$ cat src/rtl/enigma_stream_ctrl.sv
// Byte-stream front-end for the enigma core: input FIFO, one-at-a-time core issue,
// watchdog on every core transaction, and a single-entry ready/valid output slot.
module enigma_stream_ctrl #(
   parameter int unsigned FIFO_DEPTH     = 4,
   parameter int unsigned TIMEOUT_CYCLES = 256,
   parameter int unsigned CASE_RESTORE   = 1
) (
   input  logic        clk,
   input  logic        reset_n,
   input  logic        clr,
   input  logic        in_valid,
   output logic        in_ready,
   input  logic [7:0]  in_data,
   output logic        out_valid,
   input  logic        out_ready,
   output logic [7:0]  out_data,
   output logic        core_valid,
   output logic [7:0]  core_din,
   input  logic        core_done,
   input  logic [7:0]  core_dout,
   output logic        busy,
   output logic        err,
   output logic [15:0] char_cnt
);

   localparam int unsigned PtrW   = (FIFO_DEPTH > 1) ? $clog2(FIFO_DEPTH) : 1;
   localparam int unsigned CntW   = PtrW + 1;
   localparam int unsigned TimerW = (TIMEOUT_CYCLES > 1) ? $clog2(TIMEOUT_CYCLES) : 1;
   localparam logic [CntW-1:0]   FifoFull  = CntW'(FIFO_DEPTH);
   localparam logic [TimerW-1:0] TimerLast = TimerW'(TIMEOUT_CYCLES - 1);

   typedef enum logic [1:0] {StIdle, StIssue, StWait} state_e;

   state_e            state_q;
   logic [7:0]        mem_q [FIFO_DEPTH];
   logic [PtrW-1:0]   wr_ptr_q, rd_ptr_q;
   logic [CntW-1:0]   count_q, count_d;
   logic              in_ready_q;
   logic              core_valid_q;
   logic [7:0]        core_din_q;
   logic              upper_q;
   logic [TimerW-1:0] timer_q;
   logic              out_valid_q;
   logic [7:0]        out_data_q;
   logic              err_q;
   logic [15:0]       char_cnt_q;

   logic       fifo_empty, push, pop, slot_free, head_lower, head_upper;
   logic [7:0] head;

   assign fifo_empty = (count_q == '0);
   assign push       = in_valid && in_ready_q;
   assign slot_free  = !out_valid_q || out_ready;
   assign pop        = (state_q == StIdle) && !fifo_empty && slot_free;
   assign head       = mem_q[rd_ptr_q];
   assign head_lower = (head >= 8'h61) && (head <= 8'h7A);
   assign head_upper = (head >= 8'h41) && (head <= 8'h5A);

   always_comb begin
      count_d = count_q;
      if (push && !pop) begin
         count_d = count_q + CntW'(1);
      end else if (!push && pop) begin
         count_d = count_q - CntW'(1);
      end
   end

   always_ff @(posedge clk) begin
      if (push) begin
         mem_q[wr_ptr_q] <= in_data;
      end
   end

   // in_ready is registered so it stays low until the first edge after reset release
   always_ff @(posedge clk or negedge reset_n) begin
      if (!reset_n) begin
         wr_ptr_q   <= '0;
         rd_ptr_q   <= '0;
         count_q    <= '0;
         in_ready_q <= 1'b0;
      end else if (clr) begin
         wr_ptr_q   <= '0;
         rd_ptr_q   <= '0;
         count_q    <= '0;
         in_ready_q <= 1'b1;
      end else begin
         if (push) begin
            wr_ptr_q <= wr_ptr_q + PtrW'(1);
         end
         if (pop) begin
            rd_ptr_q <= rd_ptr_q + PtrW'(1);
         end
         count_q    <= count_d;
         in_ready_q <= (count_d != FifoFull);
      end
   end

   always_ff @(posedge clk or negedge reset_n) begin
      if (!reset_n) begin
         state_q      <= StIdle;
         core_valid_q <= 1'b0;
         core_din_q   <= '0;
         upper_q      <= 1'b0;
         timer_q      <= '0;
         out_valid_q  <= 1'b0;
         out_data_q   <= '0;
         err_q        <= 1'b0;
         char_cnt_q   <= '0;
      end else if (clr) begin
         state_q      <= StIdle;
         core_valid_q <= 1'b0;
         upper_q      <= 1'b0;
         timer_q      <= '0;
         out_valid_q  <= 1'b0;
         err_q        <= 1'b0;
         char_cnt_q   <= '0;
      end else begin
         // drain first; a reload on the same edge below takes precedence
         if (out_ready) begin
            out_valid_q <= 1'b0;
         end
         core_valid_q <= 1'b0;
         unique case (state_q)
            StIdle: begin
               if (pop) begin
                  if (head_lower || head_upper) begin
                     core_din_q   <= head | 8'h20;
                     upper_q      <= head_upper;
                     core_valid_q <= 1'b1;
                     state_q      <= StIssue;
                  end else begin
                     out_valid_q <= 1'b1;
                     out_data_q  <= head;
                  end
               end
            end
            StIssue: begin
               timer_q <= '0;
               state_q <= StWait;
            end
            StWait: begin
               if (core_done) begin
                  out_valid_q <= 1'b1;
                  out_data_q  <= (upper_q && (CASE_RESTORE != 0)) ? (core_dout & 8'hDF)
                                                                   : core_dout;
                  char_cnt_q  <= char_cnt_q + 16'd1;
                  state_q     <= StIdle;
               end else if (timer_q == TimerLast) begin
                  out_valid_q <= 1'b1;
                  out_data_q  <= 8'h3F;
                  err_q       <= 1'b1;
                  char_cnt_q  <= char_cnt_q + 16'd1;
                  state_q     <= StIdle;
               end else begin
                  timer_q <= timer_q + TimerW'(1);
               end
            end
            default: state_q <= StIdle;
         endcase
      end
   end

   assign in_ready   = in_ready_q;
   assign out_valid  = out_valid_q;
   assign out_data   = out_data_q;
   assign core_valid = core_valid_q;
   assign core_din   = core_din_q;
   assign err        = err_q;
   assign char_cnt   = char_cnt_q;
   assign busy       = (state_q != StIdle) || !fifo_empty;

endmodule

$ cat config.mk
export PLATFORM = sky130hd
export DESIGN_NAME = enigma_stream_ctrl
export DESIGN_NICKNAME = d
export VERILOG_FILES = /design/src/rtl/enigma_stream_ctrl.sv
export SDC_FILE = /design/constraint.sdc
export NUM_CORES = 1
export LEC_CHECK = 0
export ABC_AREA = 1
export CORE_UTILIZATION = 57
export CTS_BUF_LIST = sky130_fd_sc_hd__clkbuf_8
export CTS_CLUSTER_DIAMETER = 60
export DETAILED_ROUTE_END_ITERATION = 7
export PLACE_DENSITY = 0.89
export SLEW_MARGIN = 20
export SYNTH_ARGS = -nofsm -noshare
export SYNTH_HDL_FRONTEND = slang
export SYNTH_SLANG_ARGS = --single-unit
$ cat constraint.sdc
create_clock -name clk -period 2.8 [get_ports clk]
set_clock_uncertainty 0.2 [all_clocks]
set_input_delay 0.42 -clock clk [delete_from_list [all_inputs] [get_ports clk]]
set_output_delay 0.42 -clock clk [all_outputs]
set_load 0.05 [all_outputs]
==> summary.md <==
| Metric | Value |
|---|---|
| Status | complete, but fails checks |
| Failing checks | negative hold slack |
| Post-Layout Cell Count | roughly 660 |
| Sum of negative setup slack | 0 ns |
| Unrepaired setup endpoints after global routing | no |
| Worst supply voltage drop on vdd | 0.0003551 V |
| Clock root cell | clkbuf_8 |
| Number of nets at the end of the flow | approximately 590 |
| Max-cap check violation count | 0 |
| DR DRC count | 0 |
| Sequential share of power | 0.373 |
| Worst hold margin | -0.01256 ns |
| Shortest clock period the worst path allows after layout | approximately 2.6 ns |
| Multiplexer share of the synthesized area | 0 |
| Area growth from synthesis to layout | 20.30% |
| Initial Util | 0.5905 |
| Number of standard cells after synthesis | just under 500 |
| Data arrival time of the critical path | 2.00 ns |
| Yosys reg bits | 86 |
| CTS clk-pin slew, worst paths | 0.08 ns |
| CP endpoint kind | output port |
| DRT Wirelength | just under 9 mm |
| Total via count in the routed design | ~3,500 |
| Simple logic cell fraction of the synthesized area | 0.2577 |
| Width of the die | 88.68 um |
| Post-layout utilization of the core | 0.7104 |
| Final-layout fill cell count | 533 |
| Top library cells by usage in the layout, fill and taps aside | nand2_1, inv_1, clkdlybuf4s50_1, dfrtp_1, nor2_1 |
| Area share of fa/ha/maj cells after synthesis | 0.02629 |
| Post-synthesis compound-gate area fraction | 0.09173 |
| First-pass iteration count of the detailed router | 5 |
| Start of the worst register-to-register path | rd_ptr_q[0]$_DFFE_PN0P_ |
| Setup bufs post-CTS | 0 |
| Row Count | 31 |
| Sequential fraction of the synthesis area | 0.5399 |
| Fraction of power spent switching nets | 0.4458 |
| Vertical extent of the die | slightly below 90 um |
| Critical Path, Cell by Cell | inv_1 > ha_1 > inv_1 > nor2_1 > nand2_1 > clkdlybuf4s50_1 |
| Maximum buffer depth of the clock tree | 2 |
| Data required, critical path | 2.18 ns |
| Combinational family with the most area after synthesis | simple AND/OR/NAND/NOR gates |
| Xor/xnor cell area share of the yosys netlist | 0.01022 |
| Clock tree from TritonCTS | yes |
| Overall track demand over capacity in global routing | 0.2444 |
| Netlist cell types | 38 |
| Count of input and output buffers | 58 |
| FFs w/ async S/R, synth | 0.6279 |
| Hpwl dp | 6.524 mm |
| Count of routing violations after the opening detailed-route iteration | 238 |
| Number of sinks driven by the clock tree | 86 |
| Total setup violations reported at the end of the flow | 0 |
| Cell-internal power | 2494 uW |
| Critical path's largest stage delay | 0.82 ns |
| Type of the worst setup path | reg2out |
| Top-area cell type share of the netlist area | 0.3155 |
| Core Region | between 7000 and 8000 sq um |
| Via count of the first global-routing pass | 3,277 |
| Net count of the mapped netlist | 518 |
| Average cell area after synthesis | just under 9 sq um |
| Worst reg2reg endpoint | core_din[5]$_DFFE_PN0P_ |
| Type of the tightest min-delay check | in2async |
| Setup slack of the worst register-to-register path | approximately 0.24 ns |
| Power density over the cells | ~870 nW/um^2 |
| Cell type with the highest occurrence count on the critical path | inv_1 |
| Clock latency on the worst-skew pair | about 0.35 ns |
| Number of flops mapped to enable cells by yosys | 32 |
| Post-synthesis cell type with the largest combined area | dfrtp_1 |
| Worst slew pin tran | around 0.67 ns |
| Critical Path Source Type | flip-flop |
| Warnings, synthesis | 0 |
| Number of placed instances with taps included | between 600 and 700 |
| Cell types with the largest area share after synthesis | dfrtp_1, edfxtp_1, nand2_1, inv_1, nand3_1 |
| Number of levels the H-tree was split into | 3 |
| Number of gates resized after cts | 0 |
| Worst slew margin | 0.5533 |
| Antenna viol nets, final | 0 |
| Total count of hold-check failures in the final report | 26 |
| Worst-path maximum fanout | 3 |
| Ratio of routed vias to standard cells | between 5 and 6 |
| Total I/O pin count | 59 |
| Fin crit share | 0.9349 |
| Synthesized cell area | between 4000 and 5000 sq um |
| Average routed wire per standard cell | approximately 13 um |
| Clock network fraction of design power | 0.162 |
| Final RePlAce weighted congestion | ~0.89 |
| Global-route wire length before repair | about 15 mm |
| Initial antenna violation count | 0 |
| Crit path max-delay cell type | clkdlybuf4s50_1 |
| Total Die Area | just under 8000 sq um |
| Pin count of the biggest net entering global routing | between 50 and 60 |
| Reported leakage power | between 0.002 and 0.0025 uW |
| Part of the power in combinational logic | 0.465 |
| Worst r2r path cells | 14 |
| Number of buffers added to fix hold violations after cts | 0 |
| Share of layout cells above drive strength 1 | 0.09075 |
| Commonest non-fill, non-tap cell in the layout | nand2_1 |
| Count of pins over their slew limit | 0 |
| Sw power | 2007 uW |
| Dominant synthesized flop cell | dfrtp_1 |
| Total congestion overflow after global routing | 0 |
| Max Clk Rate | about 0.38 GHz |
| Antenna cell count | 0 |
| Inserted Clock Buffers | 9 |
[power groups by stage]
stage	combinational [uW]	sequential (uW)	clock [uW]
final	2090	1680	729
after global routing	2290	1700	790
after CTS	2090	1680	738
after detailed placement	2080	1700	0
after global placement	2020	1690	0
after floorplan	1190	2030	0
[worst max-delay path, delay by kind of cell (launching register included)]
family	cells	cell delay [ns]
buffers and inverters	3	0.96
adders and majority gates	1	0.20
DFF	1	0.40
and+or+nand+nor	2	0.10
[kinds of logic (layout without fill, tap and decap cells)]
family | count (synthesis) | count (layout)
compound gates | 70 | 70
xor+xnor | 5 | 5
fa+ha+maj | 9 | 9
buf+inv | 73 | 148
flops | 86 | 86
simple gates | 244 | 244
[stage by stage]
step / power (uW) / hold WS (ns) / worst slack, ns / area (sq um)
2_1_floorplan: 3225 / -0.07559 / 0.6157 / 4283
4_1_cts: 4505 / 0.004639 / 0.1683 / 5152
3_5_place_dp: 3784 / 0.2583 / 0.2784 / 4991
3_3_place_gp: 3705 / 0.2495 / 0.3624 / 4991
5_1_grt: 4780 / 0.06047 / 0.02500 / 5152
6_report: 4501 / -0.01256 / 0.1824 / 5152
[worst max path at each step]
stage,startpoint,to,slack (ns),depth (start not counted)
after detailed placement,rd_ptr_q[0]$_DFFE_PN0P_,core_din[5]$_DFFE_PN0P_,0.28,14
after CTS,count_q[0]$_DFF_PN0_,busy,0.17,6
after global placement,out_ready,in_ready$_DFF_PN0_,0.36,10
after floorplan,out_valid$_DFF_PN0_,out_data[0]$_DFFE_PN0P_,0.62,8
final,count_q[0]$_DFF_PN0_,busy,0.18,6
after global routing,rd_ptr_q[0]$_DFFE_PN0P_,core_din[6]$_DFFE_PN0P_,0.02,14
[metal layers]
metal  share of wire  vias to the layer above  GRT usage
li1                -                     1741          -
met3           0.050                       14    0.04104
met5               0                        -          0
met1            0.42                     1654     0.2984
met2            0.51                      112     0.4203
met4           0.016                        0     0.1232
[final cells by class]
class	count	area, sq um	share of cell area
clock buffer	9	123.9	0.02404
clock inverter	7	37.54	0.007285
inverter	63	244.0	0.04735
multi-input combinational	328	1653	0.3208
sequential	86	2312	0.4488
tap	99	123.9	0.02404
timing repair buffer	69	658.1	0.1277
[flip-flops by register name (all words and copies together), names as in the netlist]
register and count:
char_cnt 16, core_din 8, core_valid 1, count_q 3
err 1, in_ready 1, mem_q 32, out_data 8
out_valid 1, rd_ptr_q 2, state_q 2, timer_q 8
upper_q 1, wr_ptr_q 2
[synth_stat cells (2+ instances only)]
master / count
inv_1: 57
or2_1: 2
o31ai_1: 4
o21ai_0: 30
nand3_2: 3
buf_6: 3
xor2_1: 4
edfxtp_1: 32
ha_1: 9
nand2_4: 3
nor2_1: 34
buf_2: 2
nand2_2: 7
nor3_1: 10
nand3_1: 33
o21ai_2: 3
nand2_1: 135
nand3_4: 2
dfrtp_1: 54
nand4_1: 10
o21ai_1: 2
inv_2: 4
nor2_2: 2
a221oi_1: 2
clkbuf_1: 4
a21oi_1: 24
No activity file was read; power rests on OpenSTA's default activity.
